<file path="config.mk">
export PLATFORM = sky130hd
export DESIGN_NAME = result_packer
export DESIGN_NICKNAME = d
export VERILOG_FILES = /design/src/rtl/bp_proto_pkg.sv /design/src/rtl/result_queue.sv /design/src/rtl/result_packer.sv
export SDC_FILE = /design/constraint.sdc
export NUM_CORES = 1
export LEC_CHECK = 0
export ABC_AREA = 1
export BUFFER_PORTS_ARGS = -buffer_cell sky130_fd_sc_hd__buf_2
export CELL_PAD_IN_SITES_DETAIL_PLACEMENT = 0
export CELL_PAD_IN_SITES_GLOBAL_PLACEMENT = 1
export CORE_ASPECT_RATIO = 1.4
export CORE_UTILIZATION = 44
export DETAILED_ROUTE_END_ITERATION = 12
export PLACE_DENSITY = 0.88
export SYNTH_ARGS = -nofsm -noshare
export SYNTH_HDL_FRONTEND = slang
export SYNTH_SLANG_ARGS = --single-unit
</file>
<file path="constraint.sdc">
create_clock -name clock -period 2.4 [get_ports clock]
set_input_delay 0.12 -clock clock [delete_from_list [all_inputs] [get_ports clock]]
set_output_delay 0.12 -clock clock [all_outputs]
set_load 0.02 [all_outputs]
</file>
<file path="src/rtl/bp_proto_pkg.sv">
// Word format and tags shared by the command dispatcher and the result packer.
// A host word is {tag[7:0], payload[7:0]}.
package bp_proto_pkg;

   localparam logic [7:0] TAG_DATA   = 8'h00;
   localparam logic [7:0] TAG_AUX    = 8'h04;
   localparam logic [7:0] TAG_STATUS = 8'hE0;

   // Pending-register slots; a lower index wins arbitration.
   localparam int NUM_SRC    = 3;
   localparam int SRC_STATUS = 0;
   localparam int SRC_DATA   = 1;
   localparam int SRC_AUX    = 2;

   typedef struct packed {
      logic [7:0] tag;
      logic [7:0] payload;
   } bp_word_t;

   function automatic bp_word_t bp_frame(input logic [7:0] tag, input logic [7:0] payload);
      bp_word_t w;
      w.tag     = tag;
      w.payload = payload;
      return w;
   endfunction

endpackage

</file>
<file path="src/rtl/result_queue.sv">
// DEPTH x 16 synchronous FIFO with (AW+1)-bit wrap pointers.
// A push while full is accepted when a pop frees the head slot in the same cycle.
module result_queue #(
   parameter int DEPTH = 4,
   parameter int AW    = 2
) (
   input  logic        clock,
   input  logic        reset,
   input  logic        push,
   input  logic [15:0] push_data,
   input  logic        pop,
   output logic [15:0] head,
   output logic        full,
   output logic        empty
);

   logic [AW:0] wp_q, wp_d, rp_q, rp_d;
   logic [15:0] mem_q [DEPTH];
   logic        do_push, do_pop;

   always_comb begin
      empty   = (wp_q == rp_q);
      full    = (wp_q[AW] != rp_q[AW]) && (wp_q[AW-1:0] == rp_q[AW-1:0]);
      do_pop  = pop && !empty;
      do_push = push && (!full || do_pop);
      wp_d    = do_push ? wp_q + 1'b1 : wp_q;
      rp_d    = do_pop  ? rp_q + 1'b1 : rp_q;
      head    = mem_q[rp_q[AW-1:0]];
   end

   always_ff @(posedge clock or posedge reset) begin
      if (reset) begin
         wp_q <= '0;
         rp_q <= '0;
      end else begin
         wp_q <= wp_d;
         rp_q <= rp_d;
      end
   end

   // Storage needs no reset: nothing is visible until a pointer has moved past it.
   always_ff @(posedge clock) begin
      if (do_push) mem_q[wp_q[AW-1:0]] <= push_data;
   end

endmodule

</file>
<file path="src/rtl/result_packer.sv">
// Frames status codes, peripheral read bytes and aux pin samples into host words
// and pushes them to the output FIFO, absorbing back-pressure in pending registers and a queue.
module result_packer #(
   parameter int DEPTH = 4,
   parameter int AW    = 2
) (
   input  logic        clock,
   input  logic        reset,
   input  logic        data_valid,
   input  logic [7:0]  data_byte,
   input  logic        aux_sample_req,
   input  logic        bp_aux0_in,
   input  logic        status_valid,
   input  logic [7:0]  status_code,
   input  logic        out_fifo_in_full,
   output logic        out_fifo_in_shift,
   output logic [15:0] out_fifo_in_data,
   output logic        overflow,
   input  logic        overflow_clear,
   output logic        busy
);

   import bp_proto_pkg::*;

   logic               sync1_q, sync2_q;
   logic [NUM_SRC-1:0] pend_valid_q, pend_valid_d;
   bp_word_t           pend_word_q [NUM_SRC];
   bp_word_t           pend_word_d [NUM_SRC];
   bp_word_t           new_word    [NUM_SRC];
   logic [NUM_SRC-1:0] strobe, drain;
   logic [1:0]         sel;
   logic               drop;
   logic               overflow_q, overflow_d;

   logic               q_push, q_pop, q_full, q_empty;
   logic [15:0]        q_head;
   bp_word_t           q_wdata;

   always_comb begin
      strobe             = '0;
      strobe[SRC_STATUS] = status_valid;
      strobe[SRC_DATA]   = data_valid;
      strobe[SRC_AUX]    = aux_sample_req;

      new_word[SRC_STATUS] = bp_frame(TAG_STATUS, status_code);
      new_word[SRC_DATA]   = bp_frame(TAG_DATA, data_byte);
      new_word[SRC_AUX]    = bp_frame(TAG_AUX, {7'b0, sync2_q});

      q_pop = !q_empty && !out_fifo_in_full;

      // Descending scan so the lowest-index valid source is the one left in sel.
      sel = '0;
      for (int i = NUM_SRC - 1; i >= 0; i--) begin
         if (pend_valid_q[i]) sel = 2'(i);
      end
      q_push     = (|pend_valid_q) && (!q_full || q_pop);
      q_wdata    = pend_word_q[sel];
      drain      = '0;
      drain[sel] = q_push;

      drop         = 1'b0;
      pend_valid_d = pend_valid_q;
      pend_word_d  = pend_word_q;
      for (int i = 0; i < NUM_SRC; i++) begin
         pend_valid_d[i] = (pend_valid_q[i] && !drain[i]) || strobe[i];
         if (strobe[i] && (!pend_valid_q[i] || drain[i])) pend_word_d[i] = new_word[i];
         if (strobe[i] && pend_valid_q[i] && !drain[i])   drop = 1'b1;
      end

      if (drop)                overflow_d = 1'b1;
      else if (overflow_clear) overflow_d = 1'b0;
      else                     overflow_d = overflow_q;
   end

   always_ff @(posedge clock or posedge reset) begin
      if (reset) begin
         sync1_q      <= 1'b0;
         sync2_q      <= 1'b0;
         pend_valid_q <= '0;
         overflow_q   <= 1'b0;
         for (int i = 0; i < NUM_SRC; i++) pend_word_q[i] <= '0;
      end else begin
         sync1_q      <= bp_aux0_in;
         sync2_q      <= sync1_q;
         pend_valid_q <= pend_valid_d;
         overflow_q   <= overflow_d;
         for (int i = 0; i < NUM_SRC; i++) pend_word_q[i] <= pend_word_d[i];
      end
   end

   result_queue #(
      .DEPTH (DEPTH),
      .AW    (AW)
   ) u_queue (
      .clock     (clock),
      .reset     (reset),
      .push      (q_push),
      .push_data (q_wdata),
      .pop       (q_pop),
      .head      (q_head),
      .full      (q_full),
      .empty     (q_empty)
   );

   assign out_fifo_in_shift = q_pop;
   assign out_fifo_in_data  = q_empty ? 16'h0000 : q_head;
   assign overflow          = overflow_q;
   assign busy              = (|pend_valid_q) || !q_empty;

endmodule

</file>
---- After elaboration in Yosys (flattened, before gate mapping) ----
Memories as Yosys holds them, arrays and structs flattened.
Index checks and enable logic that the tools add are counted.
operators by class
  $add $sub $neg .......................... 2
  multipliers ............................. 0
  div/mod/pow operators ................... 0
  order comparisons ....................... 3
  equality and inequality tests ........... 3
  shift operators ......................... 0
  mux-type cells .......................... 16
  bitwise gates (word level) .............. 2
  reductions and logical operators ........ 38
operators by type and width
  kind                   count
  $mux W16               3
  $bmux W16 S2           1
  $logic_and A1 B1 Y1    18
  $logic_not A1 Y1       9
  $logic_or A1 B1 Y1     9
  $mux W1                8
  $add A3 B1 Y3 const B  2
  $mux W2                3
  $and A3 B3 Y3          1
  $eq A3 B3 Y1           1
  $ge A3 B3 Y1 const B   1
  $lt A2 B3 Y1 const B   1
  $not A2 Y3             1
  $reduce_or A3 Y1       1
  $demux W1 S2           1
  $eq A2 B2 Y1           1
  $ge A2 B1 Y1 const B   1
  $reduce_bool A2 Y1     1
  $ne A1 B1 Y1           1
word-level totals
  bits in registers ....................... 31
  latch bits .............................. 0
  memory bits (writable) .................. 64
  memory bits (read-only) ................. 0
  bits of input ports ..................... 24
  output and inout port bits .............. 19
  word-level logic and storage cells ...... 76
  memories ................................ 1
memory list
  name           depth  width  read ports  clocked after memory_dff  write ports  RTL line            source
  u_queue.mem_q  4      16     1           0                         1            result_queue.sv:18  logic [15:0] mem_q [DEPTH];

---- Depth between registers and ports, before layout ----
  depth in word-level cells ............... 14
  mapped depth ............................ 10
  gate-level depth less buffers ........... 10

---- Cells and area by module ----
From an unflattened synthesis, not the netlist that was laid out.
unflattened totals
  cell total of the unflattened synthesis .. 398
  area total of the unflattened synthesis .. 4175.3 um2
modules (own cells, without submodules)
  module         times used  cells each  area each (um2)  sequential area each (um2)
  result_queue   1           216         2849.0           2072.0
  result_packer  1           182         1326.3           625.6

---- Worst setup path after synthesis ----
OpenSTA, ideal clock, no wires.
  path type ............................... reg-to-reg
  start point ............................. register u_queue.wp_q[0]
  end point ............................... memory u_queue.mem_q[3][0] (enable)
  library setup time ...................... 0.378 ns
  arrival time ............................ 1.414 ns
  path slack .............................. 0.608 ns
  cell stages (with the launch flop) ...... 8
  clock period less this slack ............ 1.792 ns
  cells stage by stage .................... dfrtp_1 inv_1 nand2_1 nand2_1 nor2_4 nand2_2 nand2_2 nor2_1
between the ends
  cells in the longest elaborated chain, start to end .. 8
RTL lines
  element                                                           RTL line                                                      source
  from (decl)                                                       result_queue.sv:17                                            logic [AW:0] wp_q, wp_d, rp_q, rp_d;
  from (signal assigned)                                            result_queue.sv:36                                            wp_q <= wp_d;
  $eq A3 B3 Y1 / $eq A2 B2 Y1 (equally long branches)               result_queue.sv:22, result_queue.sv:23
  $logic_not A1 Y1 / $logic_and A1 B1 Y1 (equally long branches)    result_queue.sv:24, result_packer.sv:49, result_queue.sv:23
  $logic_and A1 B1 Y1 / $logic_not A1 Y1 (equally long branches)    result_packer.sv:49, result_queue.sv:25, result_packer.sv:56
  $logic_or A1 B1 Y1 / $logic_and A1 B1 Y1 (equally long branches)  result_packer.sv:56, result_queue.sv:24
  $logic_and A1 B1 Y1 / $logic_or A1 B1 Y1 (equally long branches)  result_packer.sv:56, result_queue.sv:25
  $logic_and A1 B1 Y1                                               result_queue.sv:25                                            do_push = push && (!full || do_pop);
  $mux W1                                                           result_queue.sv:43                                            if (do_push) mem_q[wp_q[AW-1:0]] <= push_data;
  $mux W1 (not written as such)                                     result_queue.sv:43
  to (decl)                                                         result_queue.sv:18
Several ways; a longest one is shown, not always the timed one.

---- Final worst setup path ----
  start point ............................. register u_queue.rp_q[1]
  end point ............................... output port out_fifo_in_shift
between the ends
  cells in the longest elaborated chain, start to end .. 3
RTL lines
  element                 RTL line             source
  from (decl)             result_queue.sv:17
  from (signal assigned)  result_queue.sv:37   rp_q <= rp_d;
  $eq A3 B3 Y1            result_queue.sv:22   empty = (wp_q == rp_q);
  $logic_not A1 Y1        result_packer.sv:49  q_pop = !q_empty && !out_fifo_in_full;
  $logic_and A1 B1 Y1     result_packer.sv:49
  to (decl)               result_packer.sv:16  output logic out_fifo_in_shift,
No other way between the ends.

==> results.yml <==
outcome:
  status: "completed"
grt:
  grt_pass1_vias: 2215
  grt_max_degree: 32
  grt-ovfl-total: 0
  antenna_found_initial: 0
  grt_pass1_wl_um: 9990
  grt_usage: 0.178
place:
  dpl_cell_area_mm2: 0.00345
  io_buffer_count: 38
  dpl.hpwl_um: 4130
  place_ws_ns: 0.428
  placedCellCount: 457
  gp_congestion: 0.810
power_and_ir_drop:
  intPower_w: 0.00304
  clkPwrFrac: 0.205
  p_per_area_mw_per_mm2: 1340
  netSwitchingPower_w: 0.00202
  power_switching_share: 0.398
  p_leak_nw: 1.78
  p_comb_frac: 0.395
  seq_power_share: 0.400
  vdd_drop_max_mv: 0.491
floorplanning:
  initial_core_util: 0.454
  die_w_um: 73.7
  die_area_mm2: 0.00755
  die_h_um: 102
  fp.coreArea_mm2: 0.00698
  ios: 43
  rows: 36
setup_path:
  start_kind: "register"
  worst_ep_required_time_ns: 2.28
  worst_setup_path_end_kind: "output port"
  crit_fanout: 14
  arrival_ns: 1.99
  critPathKind: "register to output port"
clocking:
  cts_made_buffers: 9
  numClockSinks: 71
  path_clk_slew_ns: 0.08
  cts_tree: "built"
  htreeDepth: 3
  root_buffer: "clkbuf_8"
  clock_latency_ns: 0.34
  cts_max_path_buffers: 2
layout:
  diodes: 0
  finalInstanceArea_mm2: 0.00377
  layout.cells.non_filler: 482
  drive_gt1_frac: 0.189
  nFillCells: 623
  nets: 411
  area_growth_pct: 18.9
synth:
  synth_ff_type: "edfxtp_1"
  synth-seq-area-share: 0.624
  synth_top_area_frac: 0.379
  postSynthAreaPerCell_um2: 9.60
  synth_area_mm2: 0.00317
  synth_area_leader_cell: "edfxtp_1"
  synth-async-reset-ratio: 0.437
  yosysMostFrequentCell: "nand2_1"
  synth-seq-cells: 71
  synth-edff-count: 40
  yosys_warnings: 0
  yosysUniqueCellTypes: 25
  synthTopCellsByArea: "edfxtp_1 (38%), dfrtp_1 (24%), nand2_1 (11%)"
  synthCells: 330
  netlist_top_cells_count: "nand2_1 (95), edfxtp_1 (40), inv_1 (33)"
run:
  drv_cap: 0
sta:
  rsz0062_at_grt: "no"
  setup-violations-final: 0
  finalClockSkew_ns: 0.00709
  fin_ws_ns: 0.288
  fmax_ghz: 0.473
  period_share: 0.880
  slew_violations: 0
  fin_tns_setup_ns: 0
  finalHoldViolCount: 0
  slew_headroom: 0.668
  period_minus_slack_ns: 2.11
  worst_pin_slew_ns: 0.494
drt:
  drtIter0Drc: 153
  vias: 2287
  post-route-drc-count: 0
  ant_nets: 0
  firstDrtPassIters: 4
  wl_per_cell_um: 12.4
  routed_wl_um: 5990
  drt-vias-per-instance: 4.74
worst_hold_path:
  holdCritPathClass: "input port to register"
[worst max-delay path, stage by stage, from the launching register on]
cell and delay (ns):
dfrtp_2 0.50, inv_1 0.28, nand2_1 0.09, nand2_1 0.12, nor2_4 0.05, nand2_2 0.19, nand2_1 0.14, inv_2 0.11
buf_2 0.17
[placed cells by master (no fill, tap or decap), types with 2 or more instances in the layout]
cell / count
nand2_1: 94
nand3_1: 23
inv_1: 33
dlygate4sd3_1: 9
o21ai_0: 21
o22ai_1: 10
clkbuf_8: 9
nor2_1: 29
a21oi_1: 8
buf_4: 6
nor2_4: 2
clkinv_1: 2
dfrtp_1: 30
nand2_2: 7
clkinvlp_4: 2
ha_1: 5
nand2_4: 2
xor2_1: 2
bufinv_16: 2
buf_2: 38
inv_2: 2
conb_1: 4
edfxtp_1: 40
[state kept, by name (all words and copies together), names as in the netlist]
| register | cells |
|---|---|
| overflow | 1 |
| sync2_q | 1 |
| pend_valid_q | 3 |
| sync1_q | 1 |
| u_queue.mem_q | 40 |
| u_queue.rp_q | 3 |
| u_queue.wp_q | 3 |
| pend_word_q | 19 |
[power by group through the flow]
stage          sequential [W]  combinational [W]  clock, W
3_3_place_gp          0.00202            0.00194         0
5_1_grt               0.00207            0.00225   0.00111
4_1_cts               0.00201            0.00200   0.00106
3_5_place_dp          0.00203            0.00197         0
2_1_floorplan         0.00198            0.00147         0
6_report              0.00202            0.00200   0.00104
[kinds of logic after synthesis]
kind of cell,count (synthesis),share of synthesized area
XOR/XNOR,2,0.00553
AO/OA/AOI/OAI,41,0.0691
AND/OR/NAND/NOR,159,0.213
flip-flops,71,0.624
buffers and inverters,51,0.0679
adder cells (fa/ha/maj),5,0.0197
other,1,0.00118
[timing repair]
action / CTS / global route
endpoints found under the setup margin: 0 / 13
endpoints found under the hold margin: 39 / 0
buffers inserted: 0 / 0
hold buffers: 9 / 0
gates resized for setup: 0 / 2
[path summary, 6_finish.rpt]
kind                                 start             endpoint  slack, ns  depth (start not counted)
max                        u_queue.rp_q[1]    out_fifo_in_shift       0.29                          8
min                           data_byte[4]      pend_word_q[20]       0.01                          3
max reg2reg                u_queue.rp_q[1]  u_queue.mem_q[3][5]       0.54                          8
min reg2reg                        sync1_q              sync2_q       0.35                          0
max in group asynchronous            reset      u_queue.rp_q[1]       1.72                          4
min in group asynchronous            reset      u_queue.wp_q[0]       0.39                          4
[final cells by class]
class,count,area (µm²),area share
clock inverter,7,96.3,0.0256
inverter,36,135,0.0359
multi-input combinational,211,991,0.263
clock buffer,9,124,0.0329
sequential,71,1980,0.525
timing repair buffer,53,325,0.0863
tap,95,119,0.0315
[stage by stage]
stage | utilization | power, W | hold slack, ns
3_5_place_dp | 0.495 | 0.00401 | 0.223
5_1_grt | 0.540 | 0.00542 | 0.00861
4_1_cts | 0.539 | 0.00507 | 0.0000618
6_report | 0.540 | 0.00506 | 0.0107
2_1_floorplan | - | 0.00345 | 0.151
3_3_place_gp | 0.495 | 0.00396 | 0.213
[metal layers]
layer  vias to the layer above  GRT usage  wire [µm]
li1                       1165          -          -
met1                      1046      0.211       2510
met2                        64      0.296       3110
met3                        12     0.0355        239
met4                         0      0.107        133
met5                         -          0          0
Power figures use the tool's default switching activity.
